### src/rtl/hazard_ctrl_if.sv
// Forwarding-select type and the stage-info / pipeline-control bundle that
// connects the pipeline datapath (master) to the hazard controller (slave).
package hazard_pkg;
  typedef enum logic [1:0] {
    HU_REG = 2'd0,
    HU_WB  = 2'd1,
    HU_MEM = 2'd2
  } hu_src_e;
endpackage

interface hazard_ctrl_if #(
  parameter int CNT_W = 32
);
  logic                de_valid;
  logic [4:0]          de_rs1, de_rs2;
  logic                ex_valid;
  logic [4:0]          ex_rs1, ex_rs2, ex_rd;
  logic                ex_reg_write, ex_mem_read, ex_mc;
  logic [4:0]          mem_rd;
  logic                mem_reg_write, mem_mem_read;
  logic [4:0]          wb_rd;
  logic                wb_reg_write;
  logic                pc_reset;
  hazard_pkg::hu_src_e rs1s, rs2s;
  logic                stall_f, stall_d, flush_d, bubble_e, stall_e, bubble_m;
  logic                mc_start;
  logic [CNT_W-1:0]    perf_stalls, perf_flushes;

  modport master (
    output de_valid, de_rs1, de_rs2, ex_valid, ex_rs1, ex_rs2, ex_rd,
           ex_reg_write, ex_mem_read, ex_mc, mem_rd, mem_reg_write,
           mem_mem_read, wb_rd, wb_reg_write, pc_reset,
    input  rs1s, rs2s, stall_f, stall_d, flush_d, bubble_e, stall_e,
           bubble_m, mc_start, perf_stalls, perf_flushes
  );

  modport slave (
    input  de_valid, de_rs1, de_rs2, ex_valid, ex_rs1, ex_rs2, ex_rd,
           ex_reg_write, ex_mem_read, ex_mc, mem_rd, mem_reg_write,
           mem_mem_read, wb_rd, wb_reg_write, pc_reset,
    output rs1s, rs2s, stall_f, stall_d, flush_d, bubble_e, stall_e,
           bubble_m, mc_start, perf_stalls, perf_flushes
  );
endinterface

### src/rtl/hazard_ctrl.sv
// Hazard controller for the 5-stage RV32I pipeline: EX operand forwarding,
// load-use stalls, redirect flushes, multi-cycle EX sequencing, perf counters.
module hazard_ctrl
  import hazard_pkg::*;
#(
  parameter int MC_LAT = 4,
  parameter int CNT_W  = 32
) (
  input  logic        clk,
  input  logic        rst_n,
  hazard_ctrl_if.slave hz
);
  localparam int MC_W = (MC_LAT > 0) ? $clog2(MC_LAT + 1) : 1;
  localparam logic [MC_W-1:0] MC_LAST = MC_W'(MC_LAT);

  logic [MC_W-1:0]  mc_cnt_reg;
  logic [CNT_W-1:0] perf_stalls_reg, perf_flushes_reg;
  logic             mc_active, mc_busy, load_use;
  logic             stall_f, stall_d, stall_e, flush_d, bubble_e, bubble_m;

  // Per-operand forwarding select and decode load-use hit. Loads in MEM are
  // not forwardable: their data only exists once the instruction reaches WB.
  for (genvar gi = 0; gi < 2; gi++) begin : g_opnd
    logic [4:0] ex_src, de_src;
    hu_src_e    sel;
    logic       de_hit;

    assign ex_src = (gi == 0) ? hz.ex_rs1 : hz.ex_rs2;
    assign de_src = (gi == 0) ? hz.de_rs1 : hz.de_rs2;

    always_comb begin
      sel = HU_REG;
      if (hz.mem_reg_write && !hz.mem_mem_read && hz.mem_rd != 5'd0 &&
          hz.mem_rd == ex_src)
        sel = HU_MEM;
      else if (hz.wb_reg_write && hz.wb_rd != 5'd0 && hz.wb_rd == ex_src)
        sel = HU_WB;
    end

    assign de_hit = hz.de_valid && de_src != 5'd0 &&
                    ((hz.ex_valid && hz.ex_mem_read && hz.ex_reg_write &&
                      hz.ex_rd == de_src) ||
                     (hz.mem_mem_read && hz.mem_reg_write && hz.mem_rd == de_src));
  end

  assign load_use  = g_opnd[0].de_hit || g_opnd[1].de_hit;
  assign mc_active = hz.ex_valid && hz.ex_mc && (MC_LAT != 0);
  assign mc_busy   = mc_active && (mc_cnt_reg != MC_LAST);

  // Redirect wins over everything; the younger instructions are dead anyway.
  always_comb begin
    stall_f  = 1'b0;
    stall_d  = 1'b0;
    stall_e  = 1'b0;
    flush_d  = 1'b0;
    bubble_e = 1'b0;
    bubble_m = 1'b0;
    if (rst_n) begin
      if (hz.pc_reset) begin
        flush_d  = 1'b1;
        bubble_e = 1'b1;
      end else if (mc_busy) begin
        stall_f  = 1'b1;
        stall_d  = 1'b1;
        stall_e  = 1'b1;
        bubble_m = 1'b1;
      end else if (load_use) begin
        stall_f  = 1'b1;
        stall_d  = 1'b1;
        bubble_e = 1'b1;
      end
    end
  end

  always_ff @(posedge clk or negedge rst_n) begin
    if (!rst_n) begin
      mc_cnt_reg       <= '0;
      perf_stalls_reg  <= '0;
      perf_flushes_reg <= '0;
    end else begin
      mc_cnt_reg       <= mc_busy ? mc_cnt_reg + MC_W'(1) : '0;
      perf_stalls_reg  <= perf_stalls_reg + CNT_W'(stall_f);
      perf_flushes_reg <= perf_flushes_reg + CNT_W'(hz.pc_reset);
    end
  end

  // Outputs are forced quiet while reset is held, whatever the inputs do.
  assign hz.rs1s         = rst_n ? g_opnd[0].sel : HU_REG;
  assign hz.rs2s         = rst_n ? g_opnd[1].sel : HU_REG;
  assign hz.stall_f      = stall_f;
  assign hz.stall_d      = stall_d;
  assign hz.stall_e      = stall_e;
  assign hz.flush_d      = flush_d;
  assign hz.bubble_e     = bubble_e;
  assign hz.bubble_m     = bubble_m;
  assign hz.mc_start     = rst_n && mc_active && (mc_cnt_reg == '0);
  assign hz.perf_stalls  = perf_stalls_reg;
  assign hz.perf_flushes = perf_flushes_reg;
endmodule

### src/flat_wrapper.sv
// flat-port wrapper written by rule: the top's interface ports become plain ports
module hazard_ctrl_flat import hazard_pkg::*;
#(
  parameter int MC_LAT = 4,
  parameter int CNT_W  = 32
)
  (clk, rst_n, hz_de_valid, hz_de_rs1, hz_de_rs2, hz_ex_valid, hz_ex_rs1, hz_ex_rs2, hz_ex_rd, hz_ex_reg_write, hz_ex_mem_read, hz_ex_mc, hz_mem_rd, hz_mem_reg_write, hz_mem_mem_read, hz_wb_rd, hz_wb_reg_write, hz_pc_reset, hz_rs1s, hz_rs2s, hz_stall_f, hz_stall_d, hz_flush_d, hz_bubble_e, hz_stall_e, hz_bubble_m, hz_mc_start, hz_perf_stalls, hz_perf_flushes);
  hazard_ctrl_if #(.CNT_W(CNT_W)) hz_i ();
  input  logic clk;
  input  logic rst_n;
  input wire logic [$bits(hz_i.de_valid)-1:0] hz_de_valid;
  input wire logic [$bits(hz_i.de_rs1)-1:0] hz_de_rs1;
  input wire logic [$bits(hz_i.de_rs2)-1:0] hz_de_rs2;
  input wire logic [$bits(hz_i.ex_valid)-1:0] hz_ex_valid;
  input wire logic [$bits(hz_i.ex_rs1)-1:0] hz_ex_rs1;
  input wire logic [$bits(hz_i.ex_rs2)-1:0] hz_ex_rs2;
  input wire logic [$bits(hz_i.ex_rd)-1:0] hz_ex_rd;
  input wire logic [$bits(hz_i.ex_reg_write)-1:0] hz_ex_reg_write;
  input wire logic [$bits(hz_i.ex_mem_read)-1:0] hz_ex_mem_read;
  input wire logic [$bits(hz_i.ex_mc)-1:0] hz_ex_mc;
  input wire logic [$bits(hz_i.mem_rd)-1:0] hz_mem_rd;
  input wire logic [$bits(hz_i.mem_reg_write)-1:0] hz_mem_reg_write;
  input wire logic [$bits(hz_i.mem_mem_read)-1:0] hz_mem_mem_read;
  input wire logic [$bits(hz_i.wb_rd)-1:0] hz_wb_rd;
  input wire logic [$bits(hz_i.wb_reg_write)-1:0] hz_wb_reg_write;
  input wire logic [$bits(hz_i.pc_reset)-1:0] hz_pc_reset;
  output wire logic [$bits(hz_i.rs1s)-1:0] hz_rs1s;
  output wire logic [$bits(hz_i.rs2s)-1:0] hz_rs2s;
  output wire logic [$bits(hz_i.stall_f)-1:0] hz_stall_f;
  output wire logic [$bits(hz_i.stall_d)-1:0] hz_stall_d;
  output wire logic [$bits(hz_i.flush_d)-1:0] hz_flush_d;
  output wire logic [$bits(hz_i.bubble_e)-1:0] hz_bubble_e;
  output wire logic [$bits(hz_i.stall_e)-1:0] hz_stall_e;
  output wire logic [$bits(hz_i.bubble_m)-1:0] hz_bubble_m;
  output wire logic [$bits(hz_i.mc_start)-1:0] hz_mc_start;
  output wire logic [$bits(hz_i.perf_stalls)-1:0] hz_perf_stalls;
  output wire logic [$bits(hz_i.perf_flushes)-1:0] hz_perf_flushes;
  assign hz_i.de_valid = hz_de_valid;
  assign hz_i.de_rs1 = hz_de_rs1;
  assign hz_i.de_rs2 = hz_de_rs2;
  assign hz_i.ex_valid = hz_ex_valid;
  assign hz_i.ex_rs1 = hz_ex_rs1;
  assign hz_i.ex_rs2 = hz_ex_rs2;
  assign hz_i.ex_rd = hz_ex_rd;
  assign hz_i.ex_reg_write = hz_ex_reg_write;
  assign hz_i.ex_mem_read = hz_ex_mem_read;
  assign hz_i.ex_mc = hz_ex_mc;
  assign hz_i.mem_rd = hz_mem_rd;
  assign hz_i.mem_reg_write = hz_mem_reg_write;
  assign hz_i.mem_mem_read = hz_mem_mem_read;
  assign hz_i.wb_rd = hz_wb_rd;
  assign hz_i.wb_reg_write = hz_wb_reg_write;
  assign hz_i.pc_reset = hz_pc_reset;
  assign hz_rs1s = hz_i.rs1s;
  assign hz_rs2s = hz_i.rs2s;
  assign hz_stall_f = hz_i.stall_f;
  assign hz_stall_d = hz_i.stall_d;
  assign hz_flush_d = hz_i.flush_d;
  assign hz_bubble_e = hz_i.bubble_e;
  assign hz_stall_e = hz_i.stall_e;
  assign hz_bubble_m = hz_i.bubble_m;
  assign hz_mc_start = hz_i.mc_start;
  assign hz_perf_stalls = hz_i.perf_stalls;
  assign hz_perf_flushes = hz_i.perf_flushes;
  hazard_ctrl #(.MC_LAT(MC_LAT), .CNT_W(CNT_W)) u_core (.clk(clk), .rst_n(rst_n), .hz(hz_i));
endmodule
### config.mk
export PLATFORM = sky130hd
export DESIGN_NAME = hazard_ctrl_flat
export DESIGN_NICKNAME = d
export VERILOG_FILES = /design/src/rtl/hazard_ctrl_if.sv /design/src/rtl/hazard_ctrl.sv /design/src/flat_wrapper.sv
export SDC_FILE = /design/constraint.sdc
export NUM_CORES = 1
export LEC_CHECK = 0
export BUFFER_PORTS_ARGS = -buffer_cell sky130_fd_sc_hd__buf_2
export CAP_MARGIN = 20
export CORE_MARGIN = 5
export CORE_UTILIZATION = 50
export CTS_CLUSTER_SIZE = 24
export DETAILED_ROUTE_END_ITERATION = 10
export PLACE_DENSITY_LB_ADDON = 0.3
export REMOVE_ABC_BUFFERS = 1
export SLEW_MARGIN = 20
export SYNTH_ARGS = -nofsm -noshare
export SYNTH_HDL_FRONTEND = slang
export SYNTH_SLANG_ARGS = --single-unit
export TNS_END_PERCENT = 20
### constraint.sdc
create_clock -name clk -period 2.9 [get_ports clk]
set_input_delay 0.58 -clock clk [delete_from_list [all_inputs] [get_ports clk]]
set_output_delay 0.58 -clock clk [all_outputs]
set_load 0.01 [all_outputs]
* After elaboration in Yosys (flattened, before gate mapping)
Cells that the tools add are included.
** Operators by class
- Muxes and demuxes :: 19
- Reductions and logical operators :: 31
- Equal/unequal tests :: 9
- $add $sub $neg :: 3
** Operators with widths (number)
- adder 32 x 1 -> 32 bit :: 2
- == test 5 bit :: 8
- logical AND 1 bit :: 22
- nonzero test 5 bit :: 4
- 2-to-1 mux 1 bit :: 14
- 2-to-1 mux 2 bit :: 4
- adder 3 x 1 -> 3 bit (second input constant) :: 1
- logical NOT 3 bit :: 1
- logical OR 1 bit :: 3
- 2-to-1 mux 3 bit :: 1
- inequality test 3 bit (second input constant) :: 1
- logical NOT 1 bit :: 1
** Storage, ports and cells
- Input bits :: 46
- Flip-flop bits (word level) :: 67
- Output and inout bits :: 75

* Longest topological paths before layout
- Depth after elaboration :: 11
- Mapped depth :: 13
- Depth with buffers taken out :: 12

* Worst setup path before layout
Ideal clock, no wire load.
- Kind :: input to register
- From :: input hz_mem_rd[1]
- To :: register u_core.perf_stalls_reg[28], in the netlist u_core.hz.perf_stalls[28]
- Setup time :: 0.079 ns
- Stages :: 13
- Arrival time :: 3.034 ns
- Slack :: -0.213 ns
- Data required time :: 2.821 ns
- Path through :: clkbuf_1 -> xnor2_1 -> nand4_1 -> o32ai_1 -> a22oi_1 -> o21bai_1 -> ha_1 -> ha_1 -> and3_1 -> clkbuf_1 -> nand4_1 -> nor4_1 -> xor2_1
** On the way
- Cells in the longest elaborated chain, start to end :: 10
** RTL lines
- from (decl) :: RTL line flat_wrapper.sv:21 : input wire logic [$bits(hz_i.mem_rd)-1:0] hz_mem_rd;
- == test 5 bit :: RTL line hazard_ctrl.sv:43 : (hz.mem_mem_read && hz.mem_reg_write && hz.mem_rd == de_src));
- logical AND 1 bit :: RTL line hazard_ctrl.sv:43
- logical OR 1 bit :: RTL line hazard_ctrl.sv:42 : hz.ex_rd == de_src) ||
- logical AND 1 bit :: RTL line hazard_ctrl.sv:40 : assign de_hit = hz.de_valid && de_src != 5'd0 &&
- logical OR 1 bit (*) :: RTL line hazard_ctrl.sv:46 : assign load_use = g_opnd[0].de_hit || g_opnd[1].de_hit;
- 2-to-1 mux 1 bit (*) (4 in series)
- named net hz_stall_d :: RTL line flat_wrapper.sv:30 : output wire logic [$bits(hz_i.stall_d)-1:0] hz_stall_d;
- adder 32 x 1 -> 32 bit (*) :: RTL line hazard_ctrl.sv:82 : perf_stalls_reg <= perf_stalls_reg + CNT_W'(stall_f);
- to (signal assigned) :: RTL line hazard_ctrl.sv:82
- to (decl) :: RTL line hazard_ctrl.sv:17 : logic [CNT_W-1:0] perf_stalls_reg, perf_flushes_reg;
Mark *: on every way through the listed nets, which the timed path passes. The rest lies on a longest branch.

* Worst setup path in the final report
- From :: input hz_mem_rd[1]
- To :: output hz_rs2s[0]
** On the way
- Cells in the longest elaborated chain, start to end :: 5
** RTL lines
- nonzero test 5 bit :: RTL line hazard_ctrl.sv:33 : if (hz.mem_reg_write && !hz.mem_mem_read && hz.mem_rd != 5'd0 &&
- logical AND 1 bit :: RTL line hazard_ctrl.sv:33
- logical AND 1 bit (*) :: RTL line hazard_ctrl.sv:33
- 2-to-1 mux 2 bit (*) :: RTL line hazard_ctrl.sv:33
- 2-to-1 mux 2 bit (*) :: RTL line hazard_ctrl.sv:89 : assign hz.rs2s = rst_n ? g_opnd[1].sel : HU_REG;
- to (decl) :: RTL line flat_wrapper.sv:28 : output wire logic [$bits(hz_i.rs2s)-1:0] hz_rs2s;
Every way passes the cells marked *; elsewhere a longest branch is shown, timed or not.

==> results.md <==
- Final period util: 0.8944
- Hold Slack: 0.4207 ns
- Non-filler instance count after layout: 569
- Pwr Density: 488.8 nW/µm²
- Layout Nets: 520
- CTS max path bufs: 2
- Inst Count DP: 553
- Vias per Instance: 5.107
- PortBufs: 120
- Largest net degree at the start of global routing: 41
- Cell area after layout: 4486 µm²
- M3 GR Usage: 0.04647
- F_max: 385.5 MHz
- Worst Path Arrival: 2.01 ns
- Area of the die: 8828 µm²
- CP Capture Type: output port
- Area Overhead vs Synth: 27.26%
- Total power: 2.193 mW
- Clk sinks: 67
- Worst Tran Pin Value: 0.5027 ns
- Simple-Gate Fraction of Synth Area: 0.2144
- Busiest layer in global routing: met2
- Post-Synthesis Cell Area: 3525 µm²
- Top_reg_cell synth: dfrtp_1
- Register bit total from synthesis: 67
- Initial Util: 0.5159
- Postcts setup bufs: 0
- 1st-iter DRT viols: 79
- Crit path cell chain: buf_2, or4_1, o21ai_0, nor4_1, nor4_1, buf_2
- N_diodes: 0
- Count of unique library cells instantiated by Yosys: 30
- Area of the multi-input gates: 1779 µm²
- Final design utilization: 0.6566
- Maxcap violations: 0
- WS Path Type: in2out
- Synth Area in XOR/XNOR: 0.2510
- Initial antenna violation count: 0
- CTS tree: yes
- Wire length per cell: 14.40 µm
- Gpl congestion: 0.8541
- Critical Path Slowest Stage Cell: or4_1
- Most frequent cells in the layout: 120 x buf_2, 67 x xnor2_1, 67 x dfrtp_1
- Global-route wire length before repair: 13.66 mm
- Most common cell after layout, fill and taps aside: buf_2
- H-Tree Depth: 3
- Relative slew slack: 0.6648
- Worst Clk Skew: 0.009591 ns
- Total track usage: 0.1965
- Number of synthesized flops with an enable pin: 0
- Number of routed nets with antenna violations: 0
- Largest vdd supply drop: 0.2802 mV
- PostCTS Resize Cnt: 0
- Post-CTS Hold Fix Bufs: 0
- Total core area: 6832 µm²
- Vias in the first global route: 2924
- Slowest Stage Delay on Critical Path: 0.51 ns
- FF-to-FF setup slack: 0.35 ns
- Final global-route overflow total: 0
- Placed cell area: 4282 µm²
- Mux cell area share after synthesis: 0
- Register area: 1677 µm²
- WP buf/inv: 2
- WL final: 8.196 mm
- Worst-Skew Late Latency: 0.34 ns
- Post-synthesis compound-gate area fraction: 0.01491
- Final setup viols: 0
- Req. time, crit path: 2.32 ns
- CP Launch Type: input pin
- Fin. Hold Viols: 0
- Die X-Extent: 93.96 µm
- DRT Pass-1 Iters: 4
- Asr flop ratio synth: 1.000
- Post-Synth Adder-Cell Area: 0.02130
- Seq/Total Area, Yosys: 0.4757
- I/O Pins: 121
- Yosys warns: 0
- Status: completed
- Final worst path period need: 2.594 ns
- Syn Inst Count: 336
- Vias: 2906
- M1 GR Usage: 0.2591
- Main combinational cell family by area after synthesis: XOR/XNOR gates
- Leak Pwr: 2.263 nW
- DRC violations left: 0
- Ratio of cells with drive above 1 in the final layout: 0.3235
- Fillers: 574
- Clock-pin slew on the worst setup and hold paths: 0.07 ns
- Syn_area_per_cell: 10.49 µm²
- Min-delay worst type: in2async
- Die height: 93.96 µm
- Hpwl dp: 6.448 mm
- CP Max Fanout: 5
- Critical path's top delay family: simple AND/OR/NAND/NOR gates
- CTS Buf Count: 9
- Row count: 30
- Met2 Use GR: 0.3134
- Root buf cell: clkbuf_8
- Max Slew Vio Count: 0
- RSZ-0062 raised after global routing: false
==> Yosys cell counts, types with 2 or more instances <==
| cell | number | area share |
|---|---|---|
| nand2_1 | 18 | 0.019 |
| dfrtp_1 | 67 | 0.48 |
| nor3_1 | 13 | 0.018 |
| and4_1 | 5 | 0.012 |
| inv_1 | 9 | 0.0096 |
| or4_1 | 4 | 0.0085 |
| xor2_1 | 34 | 0.084 |
| and3_1 | 10 | 0.018 |
| nand4_1 | 22 | 0.039 |
| and2_1 | 3 | 0.0053 |
| clkbuf_1 | 7 | 0.0075 |
| buf_4 | 2 | 0.0043 |
| o32ai_1 | 2 | 0.0050 |
| o21bai_1 | 2 | 0.0043 |
| nor4_1 | 7 | 0.012 |
| xnor2_1 | 67 | 0.17 |
| nor2_1 | 17 | 0.018 |
| ha_1 | 6 | 0.021 |
| nand3_1 | 30 | 0.043 |
==> power breakdown <==
group / internal (mW) / switching (mW) / leakage [nW]
Combinational: 0.160 / 0.188 / 1.28
Clock: 0.393 / 0.355 / 0.0950
Sequential: 1.01 / 0.0878 / 0.886
==> logic make-up (layout without fill, tap and decap cells) <==
group                      Yosys count  after routing
adders and majority gates            6              6
buffers and inverters               19            156
xor gates and xnor gates           101            101
AOI/OAI and AO/OA                    7              7
DFF                                 67             67
and+or+nand+nor                    136            136
==> per-layer routing <==
metal  vias up  share of wire
met5         -              0
met4         0          0.021
met3        12          0.056
met2        96           0.48
met1      1375           0.45
li1       1423              -
==> layout make-up <==
| type | count | share of cell area |
|---|---|---|
| Clock inverter | 7 | 0.01534 |
| Sequential cell | 67 | 0.3738 |
| Multi-Input combinational cell | 250 | 0.3967 |
| Inverter | 9 | 0.007531 |
| Clock buffer | 9 | 0.02762 |
| Tap cell | 96 | 0.02678 |
| Timing Repair Buffer | 131 | 0.1523 |
==> final timing paths <==
| check | from | end | cells after the start |
|---|---|---|---|
| min | rst_n | u_core.hz.perf_flushes[29] | 2 |
| max | hz_mem_rd[1] | hz_rs2s[0] | 6 |
| min in group clk | u_core.hz.perf_stalls[31] | u_core.hz.perf_stalls[31] | 1 |
| max in group asynchronous | rst_n | u_core.hz.perf_flushes[15] | 2 |
| min reg2reg | u_core.hz.perf_stalls[31] | u_core.hz.perf_stalls[31] | 1 |
| max reg2reg | u_core.mc_cnt_reg[0] | u_core.hz.perf_stalls[28] | 13 |
==> through the flow <==
stage | setup slack, ns | TNS [ns]
2_1_floorplan | -0.3011 | -1.775
3_3_place_gp | 0.02578 | 0
3_5_place_dp | -0.07871 | -0.1129
4_1_cts | 0.2100 | 0
5_1_grt | 0.02281 | 0
6_report | 0.3061 | 0
Power figures use the tool's default switching activity.
